`config.mk`:
```
export PLATFORM = sky130hd
export DESIGN_NAME = ibex_data_bus_arb
export DESIGN_NICKNAME = d
export VERILOG_FILES = /design/src/rtl/ibex_dbus_arb_pkg.sv /design/src/rtl/ibex_dbus_arb_owner_fifo.sv /design/src/rtl/ibex_data_bus_arb.sv
export SDC_FILE = /design/constraint.sdc
export NUM_CORES = 1
export LEC_CHECK = 0
export BUFFER_PORTS_ARGS = -buffer_cell sky130_fd_sc_hd__buf_2
export CAP_MARGIN = 20
export CORE_AREA = 2 2 123 125
export DETAILED_ROUTE_END_ITERATION = 10
export DIE_AREA = 0 0 125 127
export GPL_TIMING_DRIVEN = 0
export SYNTH_ARGS = -nofsm -noshare
export SYNTH_HDL_FRONTEND = slang
export SYNTH_SLANG_ARGS = --single-unit
```
`constraint.sdc`:
```
create_clock -name clk_i -period 1.6 [get_ports clk_i]
set_clock_uncertainty 0.05 [all_clocks]
set_input_delay 0.32 -clock clk_i [delete_from_list [all_inputs] [get_ports clk_i]]
set_output_delay 0.32 -clock clk_i [all_outputs]
set_load 0.02 [all_outputs]
```
`src/rtl/ibex_dbus_arb_pkg.sv`:
```
// Shared types and limits for the two-host data-bus arbiter.
package ibex_dbus_arb_pkg;

  typedef enum logic {
    HOST_LSU = 1'b0,
    HOST_AUX = 1'b1
  } host_id_e;

  localparam int unsigned MaxOutstandingLimit = 4;

endpackage

```
`src/rtl/ibex_dbus_arb_owner_fifo.sv`:
```
// In-order record of which host owns each granted-but-unanswered transaction.
module ibex_dbus_arb_owner_fifo
  import ibex_dbus_arb_pkg::*;
#(
  parameter  int unsigned Depth = 2,
  localparam int unsigned CntW  = $clog2(Depth + 1),
  localparam int unsigned PtrW  = (Depth > 1) ? $clog2(Depth) : 1
) (
  input  logic            clk_i,
  input  logic            rst_ni,
  input  logic            push_i,
  input  host_id_e        push_id_i,
  input  logic            pop_i,
  output host_id_e        head_o,
  output logic            full_o,
  output logic            empty_o,
  output logic [CntW-1:0] count_o
);

  host_id_e            mem_q [Depth];
  logic [PtrW-1:0]     wr_ptr_q, rd_ptr_q;
  logic [CntW-1:0]     count_q;

  // Pointers wrap at Depth, which need not be a power of two.
  function automatic logic [PtrW-1:0] next_ptr(input logic [PtrW-1:0] p);
    return (p == PtrW'(Depth - 1)) ? '0 : p + PtrW'(1);
  endfunction

  always_ff @(posedge clk_i or negedge rst_ni) begin
    if (!rst_ni) begin
      for (int unsigned i = 0; i < Depth; i++) begin
        mem_q[i] <= HOST_LSU;
      end
      wr_ptr_q <= '0;
      rd_ptr_q <= '0;
      count_q  <= '0;
    end else begin
      if (push_i) begin
        mem_q[wr_ptr_q] <= push_id_i;
        wr_ptr_q        <= next_ptr(wr_ptr_q);
      end
      if (pop_i) begin
        rd_ptr_q <= next_ptr(rd_ptr_q);
      end
      case ({push_i, pop_i})
        2'b10:   count_q <= count_q + CntW'(1);
        2'b01:   count_q <= count_q - CntW'(1);
        default: count_q <= count_q;
      endcase
    end
  end

  assign head_o  = mem_q[rd_ptr_q];
  assign full_o  = (count_q == CntW'(Depth));
  assign empty_o = (count_q == '0);
  assign count_o = count_q;

endmodule

```
`src/rtl/ibex_data_bus_arb.sv`:
```
// Two-host req/gnt/rvalid arbiter in front of the core data port.
// Define IBEX_DBUS_ARB_RR_EN for round-robin; default is fixed priority to host 0.
module ibex_data_bus_arb
  import ibex_dbus_arb_pkg::*;
#(
  parameter int unsigned MaxOutstanding = 2
) (
  input  logic        clk_i,
  input  logic        rst_ni,

  input  logic        h0_req_i,
  output logic        h0_gnt_o,
  input  logic [31:0] h0_addr_i,
  input  logic        h0_we_i,
  input  logic [3:0]  h0_be_i,
  input  logic [31:0] h0_wdata_i,
  output logic        h0_rvalid_o,
  output logic [31:0] h0_rdata_o,
  output logic        h0_err_o,

  input  logic        h1_req_i,
  output logic        h1_gnt_o,
  input  logic [31:0] h1_addr_i,
  input  logic        h1_we_i,
  input  logic [3:0]  h1_be_i,
  input  logic [31:0] h1_wdata_i,
  output logic        h1_rvalid_o,
  output logic [31:0] h1_rdata_o,
  output logic        h1_err_o,

  output logic        data_req_o,
  input  logic        data_gnt_i,
  output logic [31:0] data_addr_o,
  output logic        data_we_o,
  output logic [3:0]  data_be_o,
  output logic [31:0] data_wdata_o,
  input  logic        data_rvalid_i,
  input  logic [31:0] data_rdata_i,
  input  logic        data_err_i,

  output logic        busy_o,
  output logic        unexp_rsp_o
);

  localparam int unsigned CntW = $clog2(MaxOutstanding + 1);

  host_id_e        winner, head_id, sticky_id_q, both_pick;
  logic            win_vld, sticky_vld_q, sticky_hit;
  logic            handshake, rsp_vld;
  logic            fifo_full, fifo_empty;
  logic [CntW-1:0] fifo_count;

`ifdef IBEX_DBUS_ARB_RR_EN
  host_id_e rr_q;

  always_ff @(posedge clk_i or negedge rst_ni) begin
    if (!rst_ni) begin
      rr_q <= HOST_LSU;
    end else if (handshake) begin
      rr_q <= (rr_q == HOST_LSU) ? HOST_AUX : HOST_LSU;
    end
  end

  assign both_pick = rr_q;
`else
  assign both_pick = HOST_LSU;
`endif

  // A sticky host that dropped its request loses its claim this very cycle.
  assign sticky_hit = sticky_vld_q &&
                      ((sticky_id_q == HOST_LSU) ? h0_req_i : h1_req_i);

  always_comb begin
    win_vld = 1'b0;
    winner  = HOST_LSU;
    if (rst_ni) begin
      if (sticky_hit) begin
        win_vld = 1'b1;
        winner  = sticky_id_q;
      end else if (h0_req_i && h1_req_i) begin
        win_vld = 1'b1;
        winner  = both_pick;
      end else if (h0_req_i) begin
        win_vld = 1'b1;
        winner  = HOST_LSU;
      end else if (h1_req_i) begin
        win_vld = 1'b1;
        winner  = HOST_AUX;
      end
    end
  end

  always_comb begin
    data_addr_o  = '0;
    data_we_o    = 1'b0;
    data_be_o    = '0;
    data_wdata_o = '0;
    if (win_vld) begin
      if (winner == HOST_LSU) begin
        data_addr_o  = h0_addr_i;
        data_we_o    = h0_we_i;
        data_be_o    = h0_be_i;
        data_wdata_o = h0_wdata_i;
      end else begin
        data_addr_o  = h1_addr_i;
        data_we_o    = h1_we_i;
        data_be_o    = h1_be_i;
        data_wdata_o = h1_wdata_i;
      end
    end
  end

  // Full is judged on the registered count only, so rvalid never feeds req.
  assign data_req_o = win_vld && !fifo_full;
  assign handshake  = data_req_o && data_gnt_i;
  assign h0_gnt_o   = handshake && (winner == HOST_LSU);
  assign h1_gnt_o   = handshake && (winner == HOST_AUX);

  always_ff @(posedge clk_i or negedge rst_ni) begin
    if (!rst_ni) begin
      sticky_vld_q <= 1'b0;
      sticky_id_q  <= HOST_LSU;
    end else begin
      sticky_vld_q <= data_req_o && !data_gnt_i;
      sticky_id_q  <= winner;
    end
  end

  ibex_dbus_arb_owner_fifo #(
    .Depth (MaxOutstanding)
  ) u_owner_fifo (
    .clk_i     (clk_i),
    .rst_ni    (rst_ni),
    .push_i    (handshake),
    .push_id_i (winner),
    .pop_i     (rsp_vld),
    .head_o    (head_id),
    .full_o    (fifo_full),
    .empty_o   (fifo_empty),
    .count_o   (fifo_count)
  );

  assign rsp_vld     = rst_ni && data_rvalid_i && !fifo_empty;
  assign unexp_rsp_o = rst_ni && data_rvalid_i && fifo_empty;

  assign h0_rvalid_o = rsp_vld && (head_id == HOST_LSU);
  assign h1_rvalid_o = rsp_vld && (head_id == HOST_AUX);
  assign h0_err_o    = h0_rvalid_o && data_err_i;
  assign h1_err_o    = h1_rvalid_o && data_err_i;
  assign h0_rdata_o  = rst_ni ? data_rdata_i : '0;
  assign h1_rdata_o  = rst_ni ? data_rdata_i : '0;

  assign busy_o = rst_ni && (fifo_count != '0);

endmodule

```
==> metrics.md, run 1 <==
| Metric | Value |
|---|---|
| Crit path time final | between 1.5 and 2 ns |
| Initial detailed-routing violation count | between 150 and 200 |
| Fin crit share | 1.20 |
| Share of layout cells above drive strength 1 | 0.599 |
| Worst R2R Path Depth | 9 |
| Fin nets | 938 |
| H-tree level count | 1 |
| Seq/Total Area, Yosys | 0.0818 |
| Min-delay src | data_gnt_i |
| Mapped cell area | between 0.002 and 0.0025 mm² |
| Yosys reg bits | 8 |
| Slew Viols, Final | 0 |
| Die Span Y | between 100 and 150 µm |
| Hold path cells | 2 |
| Gp weighted congestion | just over 0.8 |
| Critical Path AT | roughly 1.6 ns |
| Core area | between 0.01 and 0.015 mm² |
| FILL cells | approximately 1.6k |
| Residual DRC count | 0 |
| Commonest cells after routing, fill and taps aside | buf_2 (274), nand2_1 (140), and2_1 (77) |
| Synth Instances | ~420 |
| Placement Cell Area | 0.00434 mm² |
| PortBufs | 316 |
| CP endpoint kind | primary output |
| Diodes inserted | 0 |
| Clock Sinks | 8 |
| CTS Buf Count | 3 |
| Outcome | finished, violations left |
| Most common cell after layout, fill and taps aside | buf_2 |
| Crit path max fanout | 8 |
| Reg2Reg Setup Slack | -0.04 ns |
| Final setup vio count | 75 |
| Vias in the first global route | 3930 |
| DR vias/cell | about 4.3 |
| Failing checks | negative setup slack |
| Synth-to-layout area growth | 115% |
| Post-synthesis cell type count | 28 |
| Hold path endpoint | sticky_vld_q |
| Syn Area/Cell | around 5.8 µm² |
| Syn Nets | 602 |
| Leak Pwr | ~2.9 nW |
| Grt total ovfl | 0 |
| 1st-pass router iterations | 4 |
| Slew headroom | 0.683 |
| Final Cell Area | between 0.005 and 0.006 mm² |
| R2r startpoint | u_owner_fifo.count_o[1] |
| CTS Buffer Depth | 2 |
| Clock latency on the worst-skew pair | 0.23 ns |
| WL/cell | ~15 µm |
| Routed WL | roughly 14000 µm |
| Max Cap Viol | 0 |
| Largest net degree at the start of global routing | 11 |
| Vias post-DR | 4040 |
| Crit-path max cell delay | 0.39 ns |
| Sequential cell area | between 200 and 250 µm² |
| Post-DP HPWL | 10600 µm |
| RR Endpoint | u_owner_fifo.count_o[1] |
| Max Freq | roughly 520 MHz |
| Worst hold path type | input port to flip-flop |
| ANT nets after route | 0 |
| Peak VDD IR | ~320 µV |
| Root Buffer | clkbuf_16 |
| Gr usage total | 0.156 |
| Synth warn | 0 |
| Worst-path cell chain | and3_4 > buf_8 > clkbuf_16 > o22ai_2 > and2_4 > buf_6 |
| Site Rows | 44 |
| Die footprint | between 0.015 and 0.02 mm² |
| Io pins | around 320 |
| Die Width | between 100 and 150 µm |
| First-pass GRT wire length | around 20000 µm |
| WP data required | approximately 1.2 ns |
| Initial Util | 0.170 |
| Area of the multi-input gates | a little over 0.002 mm² |
| PD cells | about 540 mW/mm² |
| Final WS setup | -0.321 ns |
| Startpoint types | flip-flop |
| Clk slew on worst S/H paths | 0.04 ns |
| Worst Setup SP | sticky_vld_q |
| Initial antenna violation count | 2 |
| DP Worst Slack | -0.765 ns |
| RSZ-0062 raised after global routing | true |
| Worst-margin pin slew | around 0.47 ns |
| Crit Path Class | flip-flop to primary output |
| TritonCTS clock tree | yes |
| Worst path slowest cell | dfrtp_1 |
| Fin. Hold Viols | 0 |
## registers in the layout (all words and copies together) (netlist names)
register	flops
u_owner_fifo.wr_ptr_q	1
sticky_id_q	1
u_owner_fifo.count_o	2
sticky_vld_q	1
u_owner_fifo.mem_q	2
u_owner_fifo.rd_ptr_q	1
## what timing repair did
| item | CTS | global route |
|---|---|---|
| pin swaps | 4 | 11 |
| gates cloned | 3 | 2 |
| hold buffers | 1 | 0 |
| hold endpoints to repair | 8 | 0 |
| buffers inserted | 10 | 6 |
| setup endpoints to repair | 144 | 90 |
| resized for setup | 128 | 76 |
## critical path: cells and delay by family, from the launching register on
kind                   cells  cell delay (ns)
and+or+nand+nor            2             0.44
buffers and inverters      3             0.44
DFF                        1             0.39
AOI/OAI and AO/OA          1             0.05
## layer usage
layer | track usage | wire (µm)
met5 | 0 | 23
met4 | 0.0196 | 78
met3 | 0.0398 | 944
met2 | 0.285 | 7060
met1 | 0.191 | 5660
## how the worst max path moves through the flow
stage,endpoint,slack (ns)
finish,data_addr_o[13],-0.32
global route,data_addr_o[5],-0.39
CTS,data_wdata_o[27],-0.33
detailed placement,h1_rdata_o[28],-0.76
global placement,h1_rdata_o[28],-0.73
floorplan,data_addr_o[10],-0.02
## power breakdown
group / total, mW / internal (mW) / leakage [nW] / switching, mW
Combinational: 2.06 / 1.06 / 2.79 / 1.00
Sequential: 0.357 / 0.283 / 0.101 / 0.0739
Clock: 0.422 / 0.322 / 0.0370 / 0.0994
Total: 2.84 / 1.66 / 2.93 / 1.17
## logic make-up after synthesis
family	count (synthesis)	synth area share
simple gates	259	0.514
fa+ha+maj	1	0.00511
buf+inv	76	0.180
xor+xnor	5	0.0179
compound gates	72	0.188
mux	3	0.0133
flops	8	0.0818
## metrics by stage
stage | power, mW | util | std cells | TNS, ns | hold slack [ns]
2_1_floorplan | 1.28 | - | 424 | -0.268 | -0.0256
3_3_place_gp | 1.83 | 0.301 | 924 | -66.60 | 0.126
3_5_place_dp | 1.85 | 0.301 | 924 | -69.05 | 0.130
4_1_cts | 2.57 | 0.341 | 939 | -21.10 | 0.231
5_1_grt | 3.02 | 0.365 | 942 | -25.82 | 0.235
6_report | 2.84 | 0.365 | 942 | -20.86 | 0.243
## final cells by class
class | instances | area share
Clock buffer | 3 | 0.0143
Timing Repair Buffer | 338 | 0.403
Inverter | 1 | 0.00119
Tap cell | 184 | 0.0437
Multi-Input combinational cell | 340 | 0.393
Sequential cell | 8 | 0.0380
Buffer | 68 | 0.106
## cell usage after synthesis
master,instances,area share
o211a_1,1,0.0041
and3_1,2,0.0051
xnor2_1,4,0.014
xor2_1,1,0.0036
or2_2,1,0.0026
buf_1,1,0.0015
and2_1,102,0.26
o21a_1,1,0.0031
buf_2,17,0.035
nor2b_1,2,0.0051
ha_1,1,0.0051
nor2_1,5,0.0077
mux2_2,2,0.0092
nand3_1,1,0.0020
nor3b_1,1,0.0031
dfrtp_1,8,0.082
nor3_1,2,0.0041
a21boi_2,1,0.0046
buf_6,2,0.0092
mux2i_1,1,0.0041
nand4_1,1,0.0026
nand2b_1,1,0.0026
o22ai_1,69,0.18
clkbuf_1,23,0.035
nand2_1,140,0.21
buf_4,32,0.098
inv_1,1,0.0015
nand4b_1,1,0.0036
No activity file was read; power rests on OpenSTA's default activity.
==> run 2, diff against run 1 <==
--- a/config.mk
+++ b/config.mk
@@ -5,11 +5,12 @@
 export SDC_FILE = /design/constraint.sdc
 export NUM_CORES = 1
 export LEC_CHECK = 0
+export ABC_AREA = 1
 export BUFFER_PORTS_ARGS = -buffer_cell sky130_fd_sc_hd__buf_2
 export CAP_MARGIN = 20
-export CORE_AREA = 2 2 123 125
+export CORE_AREA = 2 2 125 127
 export DETAILED_ROUTE_END_ITERATION = 10
-export DIE_AREA = 0 0 125 127
+export DIE_AREA = 0 0 127 129
 export GPL_TIMING_DRIVEN = 0
 export SYNTH_ARGS = -nofsm -noshare
 export SYNTH_HDL_FRONTEND = slang
==> run 2 against run 1 <==
  * Die area grew 3.2%
  * First-iteration DRC count shrank 20%
  * Critical endpoint is now data_wdata_o[13]
  * Highest routed layer is now met4
  * Maximum frequency grew 2.5%
  * Combinational power shrank 3%
  * Sequential power shrank 4%
  * Critical path depth grew 1
  * The flow still finishes with violations (negative setup slack)
==> metrics.md, run 2 <==
| Metric | Value |
|---|---|
| Crit Path Class | flip-flop to primary output |
| CTS Buf Count | 3 (unchanged) |
| TritonCTS clock tree | yes |
| Failing checks | negative setup slack |
| Die Width | 127 µm (+1.6%) |
| Crit path max fanout | 6 (-2) |
| Flop pwr share | 0.124 (-0.002) |
| Gp weighted congestion | 0.804 (-2.1%) |
| Grt total ovfl | 0 (unchanged) |
| Worst-margin pin slew | 0.195 ns (-0.280 ns) |
| Area contributors post-synth | nor2_1 (28%), o21ai_0 (18%), buf_4 (12%), dfrtp_1 (10%), nand2_1 (9.3%) |
| Crit path time final | 1.87 ns (-0.0462 ns) |
| Startpoint types | flip-flop |
| Peak VDD IR | 447 µV (+40%) |
| Die Span Y | 129 µm (+1.6%) |
| Delay-heaviest family, CP | simple AND/OR/NAND/NOR gates |
| 1st-pass router iterations | 4 (unchanged) |
| Synth-to-layout area growth | 151% |
| CP endpoint | data_wdata_o[13] |
| Root Buffer | clkbuf_16 |
| Max Cap Viol | 0 (unchanged) |
| Final WS setup | -0.274 ns (+0.0462 ns) |
| Syn Nets | 566 (-6.0%) |
| Commonest cells in the netlist | nor2_1 (146), o21ai_0 (70), nand2_1 (49) |
| Worst path slowest cell | dfrtp_1 |
| Clock Sinks | 8 (unchanged) |
| DR vias/cell | 4.00 (-6.7%) |
| H-tree level count | 1 (unchanged) |
| Final Power | 2.75 mW (-2.9%) |
| CP endpoint kind | primary output |
| Clk pwr share | 0.149 (about the same) |
| First-pass GRT wire length | 16800 µm (-18%) |
| Residual DRC count | 0 (unchanged) |
| Seq/Total Area, Yosys | 0.101 (+0.0196) |
| Die footprint | 0.0164 mm² (+3.2%) |
| Post-synthesis cell type count | 24 (-14%) |
| R2r startpoint | u_owner_fifo.count_o[1] |
| Yosys top cell by area | nor2_1 |
| Net Sw Power | 1.24 mW (+5.4%) |
| Max Freq | 533 MHz (+2.5%) |
| Slew Viols, Final | 0 (unchanged) |
| Worst-path cell chain | nand2_2 > nand2_4 > nand2_8 > clkbuf_16 > o21ai_0 > nor2_1 > buf_4 |
| PD cells | 556 mW/mm² (+3.3%) |
| Fin. Hold Viols | 0 (unchanged) |
| Leak Pwr | 2.91 nW (-0.67%) |
| CP Buf/Inv Count | 2 (-1) |
| WL/cell | 13.3 µm (-8.9%) |
| ANT nets after route | 0 (unchanged) |
| Slew headroom | 0.870 (+0.187) |
| Share of the synthesized area in the top cell type | 0.278 (+0.0170) |
| Syn Area/Cell | 5.09 µm² (-12%) |
| Sw Ratio | 0.450 (+0.0353) |
| Most common cell in the netlist | nor2_1 |
| Mapped cell area | 0.00197 mm² (-19%) |
| Diodes inserted | 0 (unchanged) |
| Synth warn | 0 (unchanged) |
| CTS Buffer Depth | 2 (unchanged) |
| Share of layout cells above drive strength 1 | 0.659 (+0.0600) |
| Clock latency on the worst-skew pair | 0.23 ns (about the same) |
| Initial antenna violation count | 0 (-2) |
| Synth Instances | 388 (-8.5%) |
| WP depth | 7 (+1) |
| FILL cells | 1606 (+0.69%) |
| Vias post-DR | 3673 (-9.1%) |
| Routed WL | 12200 µm (-11%) |
| Worst R2R Path Depth | 9 (unchanged) |
| Comb power frac | 0.727 (+0.002) |
| RSZ-0062 raised after global routing | true |
| Core area | 0.0150 mm² (+3.8%) |
| Gr usage total | 0.129 (-0.0273) |
| Vias in the first global route | 3330 (-15%) |
| Crit-path max cell delay | 0.36 ns (-0.03 ns) |
| Commonest cells after routing, fill and taps aside | buf_2 (242), buf_4 (115), nor2_1 (105) |
| Async SR Flop Fraction | 1.00 (unchanged) |
| Yosys reg bits | 8 (unchanged) |
| Finished Core Util | 0.331 (-0.0345) |
| Fin nets | 910 (-3.0%) |
| PortBufs | 318 (+0.63%) |
| Initial detailed-routing violation count | 138 (-20%) |
| Worst Setup SP | sticky_id_q |
| Final setup vio count | 71 (-5.3%) |
| WP data required | 1.23 ns (about the same) |
| Outcome | finished, violations left |
| Critical Path AT | 1.50 ns (-0.05 ns) |
| Most common cell after layout, fill and taps aside | buf_2 |
| Reg2Reg Setup Slack | 0.08 ns (+0.12 ns) |
| RR Endpoint | u_owner_fifo.count_o[1] |
| Int Power | 1.52 mW (-8.7%) |
| Io pins | 319 (unchanged) |
| Largest net degree at the start of global routing | 11 (unchanged) |
| Post-synth EDFFs | 0 (unchanged) |
| Most common flop cell mapped by yosys | dfrtp_1 |
| Clk slew on worst S/H paths | 0.04 ns (about the same) |
| Fin crit share | 1.17 (-0.0289) |
| Site Rows | 45 (+2.3%) |
| Worst hold path type | input port to flip-flop |
| Post-DP HPWL | 9120 µm (-14%) |
| Initial Util | 0.132 (-0.0379) |
-- run 2: cell types whose count changed after synthesis, sizes merged, moves of 2 or more --
cell | before | now
o22ai | 69 | 0
nor2b | 2 | 0
nand2 | 140 | 52
and2 | 102 | 1
clkbuf | 23 | 10
mux2 | 2 | 0
nor2 | 5 | 146
buf | 52 | 47
xnor2 | 4 | 2
inv | 1 | 42
and3 | 2 | 0
o21ai | 0 | 70
-- run 2: power groups by stage --
stage | clock network, mW | registers, mW | logic (mW)
detailed placement | 0 | 0.340 | 1.47
finish | 0.411 | 0.342 | 2.00
floorplan | 0 | 0.327 | 0.900
CTS | 0.417 | 0.336 | 1.86
global placement | 0 | 0.340 | 1.46
global route | 0.432 | 0.352 | 2.15
-- run 2: through the flow --
stage | cells | setup WS, ns | hold slack (ns) | instance area [µm²] | setup TNS [ns]
floorplan | 388 | 0.0273 | -0.0256 | 1970 | 0
global placement | 894 | -0.795 | 0.131 | 3800 | -52.17
detailed placement | 894 | -0.794 | 0.131 | 3800 | -51.52
CTS | 916 | -0.275 | 0.264 | 4720 | -15.86
global route | 918 | -0.324 | 0.292 | 4950 | -19.78
finish | 918 | -0.274 | 0.276 | 4950 | -14.45
-- run 2: layout make-up --
| cell class | instances | area (µm²) | share of cell area |
|---|---|---|---|
| Tap cell | 188 | 235 | 0.0475 |
| Timing Repair Buffer | 338 | 2100 | 0.424 |
| Buffer | 56 | 559 | 0.113 |
| Inverter | 42 | 173 | 0.0349 |
| Multi-Input combinational cell | 282 | 1600 | 0.324 |
| Timing Repair inverter | 1 | 8.76 | 0.00177 |
| Clock buffer | 3 | 75.1 | 0.0152 |
| Sequential cell | 8 | 200 | 0.0404 |
-- run 2: cell families after synthesis --
family,count (synthesis),share of synthesized area
buf+inv,99,0.291
simple gates,206,0.408
xor+xnor,3,0.0133
flops,8,0.101
compound gates,71,0.180
fa+ha+maj,1,0.00634
-- run 2: timing repair --
item	CTS	global route
gates cloned	7	1
endpoints found under the setup margin	138	91
hold buffers	1	0
resized for setup	203	73
setup buffers	11	3
pin swaps	12	16
hold endpoints to repair	8	0
-- run 2: how the worst min path moves through the flow --
stage | to | startpoint | cells after the start | slack [ns]
2_1_floorplan | sticky_id_q | rst_ni | 0 | -0.03
5_1_grt | sticky_vld_q | data_gnt_i | 2 | 0.29
4_1_cts | sticky_vld_q | data_gnt_i | 2 | 0.26
3_5_place_dp | u_owner_fifo.count_o[1] | rst_ni | 1 | 0.13
6_report | sticky_vld_q | data_gnt_i | 2 | 0.28
3_3_place_gp | u_owner_fifo.count_o[1] | rst_ni | 1 | 0.13
-- run 2: metal layers --
layer	part of all wire	track usage	vias to the layer above
li1	-	-	1838
met4	0.0073	0.0168	0
met2	0.52	0.247	200
met3	0.070	0.0125	14
met1	0.40	0.160	1621
met5	0	0	-
==> run 3, diff against run 2 <==
--- a/config.mk
+++ b/config.mk
@@ -9,9 +9,11 @@
 export BUFFER_PORTS_ARGS = -buffer_cell sky130_fd_sc_hd__buf_2
 export CAP_MARGIN = 20
 export CORE_AREA = 2 2 125 127
+export CTS_CLUSTER_SIZE = 25
 export DETAILED_ROUTE_END_ITERATION = 10
 export DIE_AREA = 0 0 127 129
 export GPL_TIMING_DRIVEN = 0
+export SETUP_SLACK_MARGIN = 0.05
 export SYNTH_ARGS = -nofsm -noshare
 export SYNTH_HDL_FRONTEND = slang
 export SYNTH_SLANG_ARGS = --single-unit
==> run 3 against run 2 <==
  * The flow still finishes with violations (negative setup slack)
  * Combinational power is 25% higher
  * Register-to-register slack worse by 0.04 ns
  * First-iteration DRC count is 5.8% lower
  * Maximum frequency is 0.87% lower
  * Sequential share of layout area is 0.70 points lower
  * Design area is 21% higher
  * Sequential power is 4% higher
  * Critical endpoint is now data_addr_o[26]
  * Largest power group unchanged
==> metrics.md, run 3 (synthesized netlist as in run 2, its figures left out) <==
| Metric | Value |
|---|---|
| Largest net degree at the start of global routing | 11 (unchanged) |
| Worst-margin pin slew | 0.370 ns (+0.175 ns) |
| Final Power | 3.29 mW (+19%) |
| Routed WL | 13100 µm (+7.4%) |
| Clk slew on worst S/H paths | 0.04 ns (about the same) |
| CP endpoint kind | primary output |
| Max Freq | 529 MHz (-0.87%) |
| Final setup vio count | 72 (+1.4%) |
| Fin crit share | 1.18 (+0.0103) |
| Vias in the first global route | 3467 (+4.1%) |
| Failing checks | negative setup slack |
| Root Buffer | clkbuf_16 |
| TritonCTS clock tree | yes |
| ANT nets after route | 0 (unchanged) |
| Max Cap Viol | 0 (unchanged) |
| Post-DP HPWL | 8850 µm (-2.9%) |
| RSZ-0062 raised after global routing | true |
| Crit path max fanout | 10 (+4) |
| Gr usage total | 0.137 (+0.00745) |
| Die Span Y | 129 µm (unchanged) |
| Gp weighted congestion | 0.779 (-3.2%) |
| Die Width | 127 µm (unchanged) |
| CTS Buffer Depth | 2 (unchanged) |
| Vias post-DR | 3769 (+2.6%) |
| Critical Path AT | 1.52 ns (+0.02 ns) |
| Io pins | 319 (unchanged) |
| Leak Pwr | 3.14 nW (+8.0%) |
| Worst hold path type | input port to flip-flop |
| Hold slack | 0.279 ns (+0.00273 ns) |
| Synth-to-layout area growth | 203% |
| Site Rows | 45 (unchanged) |
| WL/cell | 14.1 µm (+6.1%) |
| Grt total ovfl | 0 (unchanged) |
| Fin. Hold Viols | 0 (unchanged) |
| Die footprint | 0.0164 mm² (unchanged) |
| Initial antenna violation count | 0 (unchanged) |
| Fin nets | 921 (+1.2%) |
| PortBufs | 318 (unchanged) |
| Core area | 0.0150 mm² (unchanged) |
| Outcome | finished, violations left |
| 1st-pass router iterations | 4 (unchanged) |
| CTS Buf Count | 3 (unchanged) |
| H-tree level count | 1 (unchanged) |
| Clock Sinks | 8 (unchanged) |
| Commonest cells after routing, fill and taps aside | buf_2 (215), nor2_2 (95), buf_6 (90) |
| Initial detailed-routing violation count | 130 (-5.8%) |
| WP data required | 1.23 ns (about the same) |
| First-pass GRT wire length | 17800 µm (+5.6%) |
| Clock latency on the worst-skew pair | 0.24 ns (about the same) |
| DR vias/cell | 4.06 (+1.4%) |
| Slew Viols, Final | 0 (unchanged) |
| Peak VDD IR | 390 µV (-13%) |
| Final WS setup | -0.291 ns (-0.0164 ns) |
| PD cells | 549 mW/mm² (-1.3%) |
| Share of layout cells above drive strength 1 | 0.846 (+0.187) |
| Crit Path Class | flip-flop to primary output |
| FILL cells | 1507 (-6.2%) |
| Crit path time final | 1.89 ns (+0.0164 ns) |
| Startpoint types | flip-flop |
| Slew headroom | 0.752 (-0.118) |
| Most common cell after layout, fill and taps aside | buf_2 |
| Residual DRC count | 0 (unchanged) |
| Initial Util | 0.132 (unchanged) |
| Diodes inserted | 0 (unchanged) |
run 3: path summary, 6_finish.rpt:
check	to	slack (ns)	cells past startpoint	startpoint
worst max-delay path	data_addr_o[26]	-0.29	8	sticky_id_q
worst min-delay path	sticky_vld_q	0.28	2	data_gnt_i
worst max register to register	u_owner_fifo.count_o[1]	0.04	9	u_owner_fifo.count_o[0]
worst min register to register	u_owner_fifo.mem_q[0]	0.46	2	u_owner_fifo.mem_q[0]
max in group asynchronous	u_owner_fifo.wr_ptr_q	0.72	2	rst_ni
min in group asynchronous	u_owner_fifo.count_o[1]	0.51	2	rst_ni
run 3: layout make-up:
type / count / area (µm²) / area share
Buffer: 55 / 676 / 0.113
Sequential cell: 8 / 200 / 0.0334
Inverter: 42 / 175 / 0.0293
Timing Repair inverter: 1 / 8.76 / 0.00146
Timing Repair Buffer: 350 / 2530 / 0.423
Tap cell: 188 / 235 / 0.0393
Multi-Input combinational cell: 282 / 2080 / 0.348
Clock buffer: 3 / 75.1 / 0.0125
run 3: stage by stage:
step / TNS (ns) / setup WS, ns / cells / area (µm²) / util
detailed placement: -48.98 / -0.624 / 894 / 3980 / 0.266
global route: -20.13 / -0.340 / 929 / 5990 / 0.400
floorplan: 0 / 0.0473 / 388 / 2150 / -
CTS: -16.80 / -0.274 / 923 / 5470 / 0.365
global placement: -46.98 / -0.616 / 894 / 3980 / 0.266
finish: -16.40 / -0.291 / 929 / 5990 / 0.400
run 3: timing repair:
item	4_1_cts	5_1_grt
endpoints found under the setup margin	138	100
hold buffers	1	0
gates resized for setup	403	119
setup buffers	17	7
gates cloned	8	1
endpoints found under the hold margin	8	0
pin swaps	14	16
run 3: routing by layer:
metal  global-route usage  routed length, µm  vias up
met1                0.169               5120     1708
li1                     -                  -     1874
met2                0.266               7110      180
met3               0.0104                800        7
met4               0.0155                 91        0
met5                    0                  0        -
run 3: report_power, final:
group	internal (mW)	total, mW	switching [mW]	leakage [nW]
Combinational	1.21	2.50	1.29	3.00
Sequential	0.282	0.357	0.0754	0.101
Clock	0.323	0.430	0.107	0.0370
run 3: critical path: stages, from the launching register on:
cell,delay (ns)
dfrtp_1,0.37
nand2_2,0.08
nand2_4,0.08
buf_12,0.14
nand2_8,0.09
clkbuf_16,0.17
o21ai_1,0.07
nor2_2,0.14
buf_6,0.14
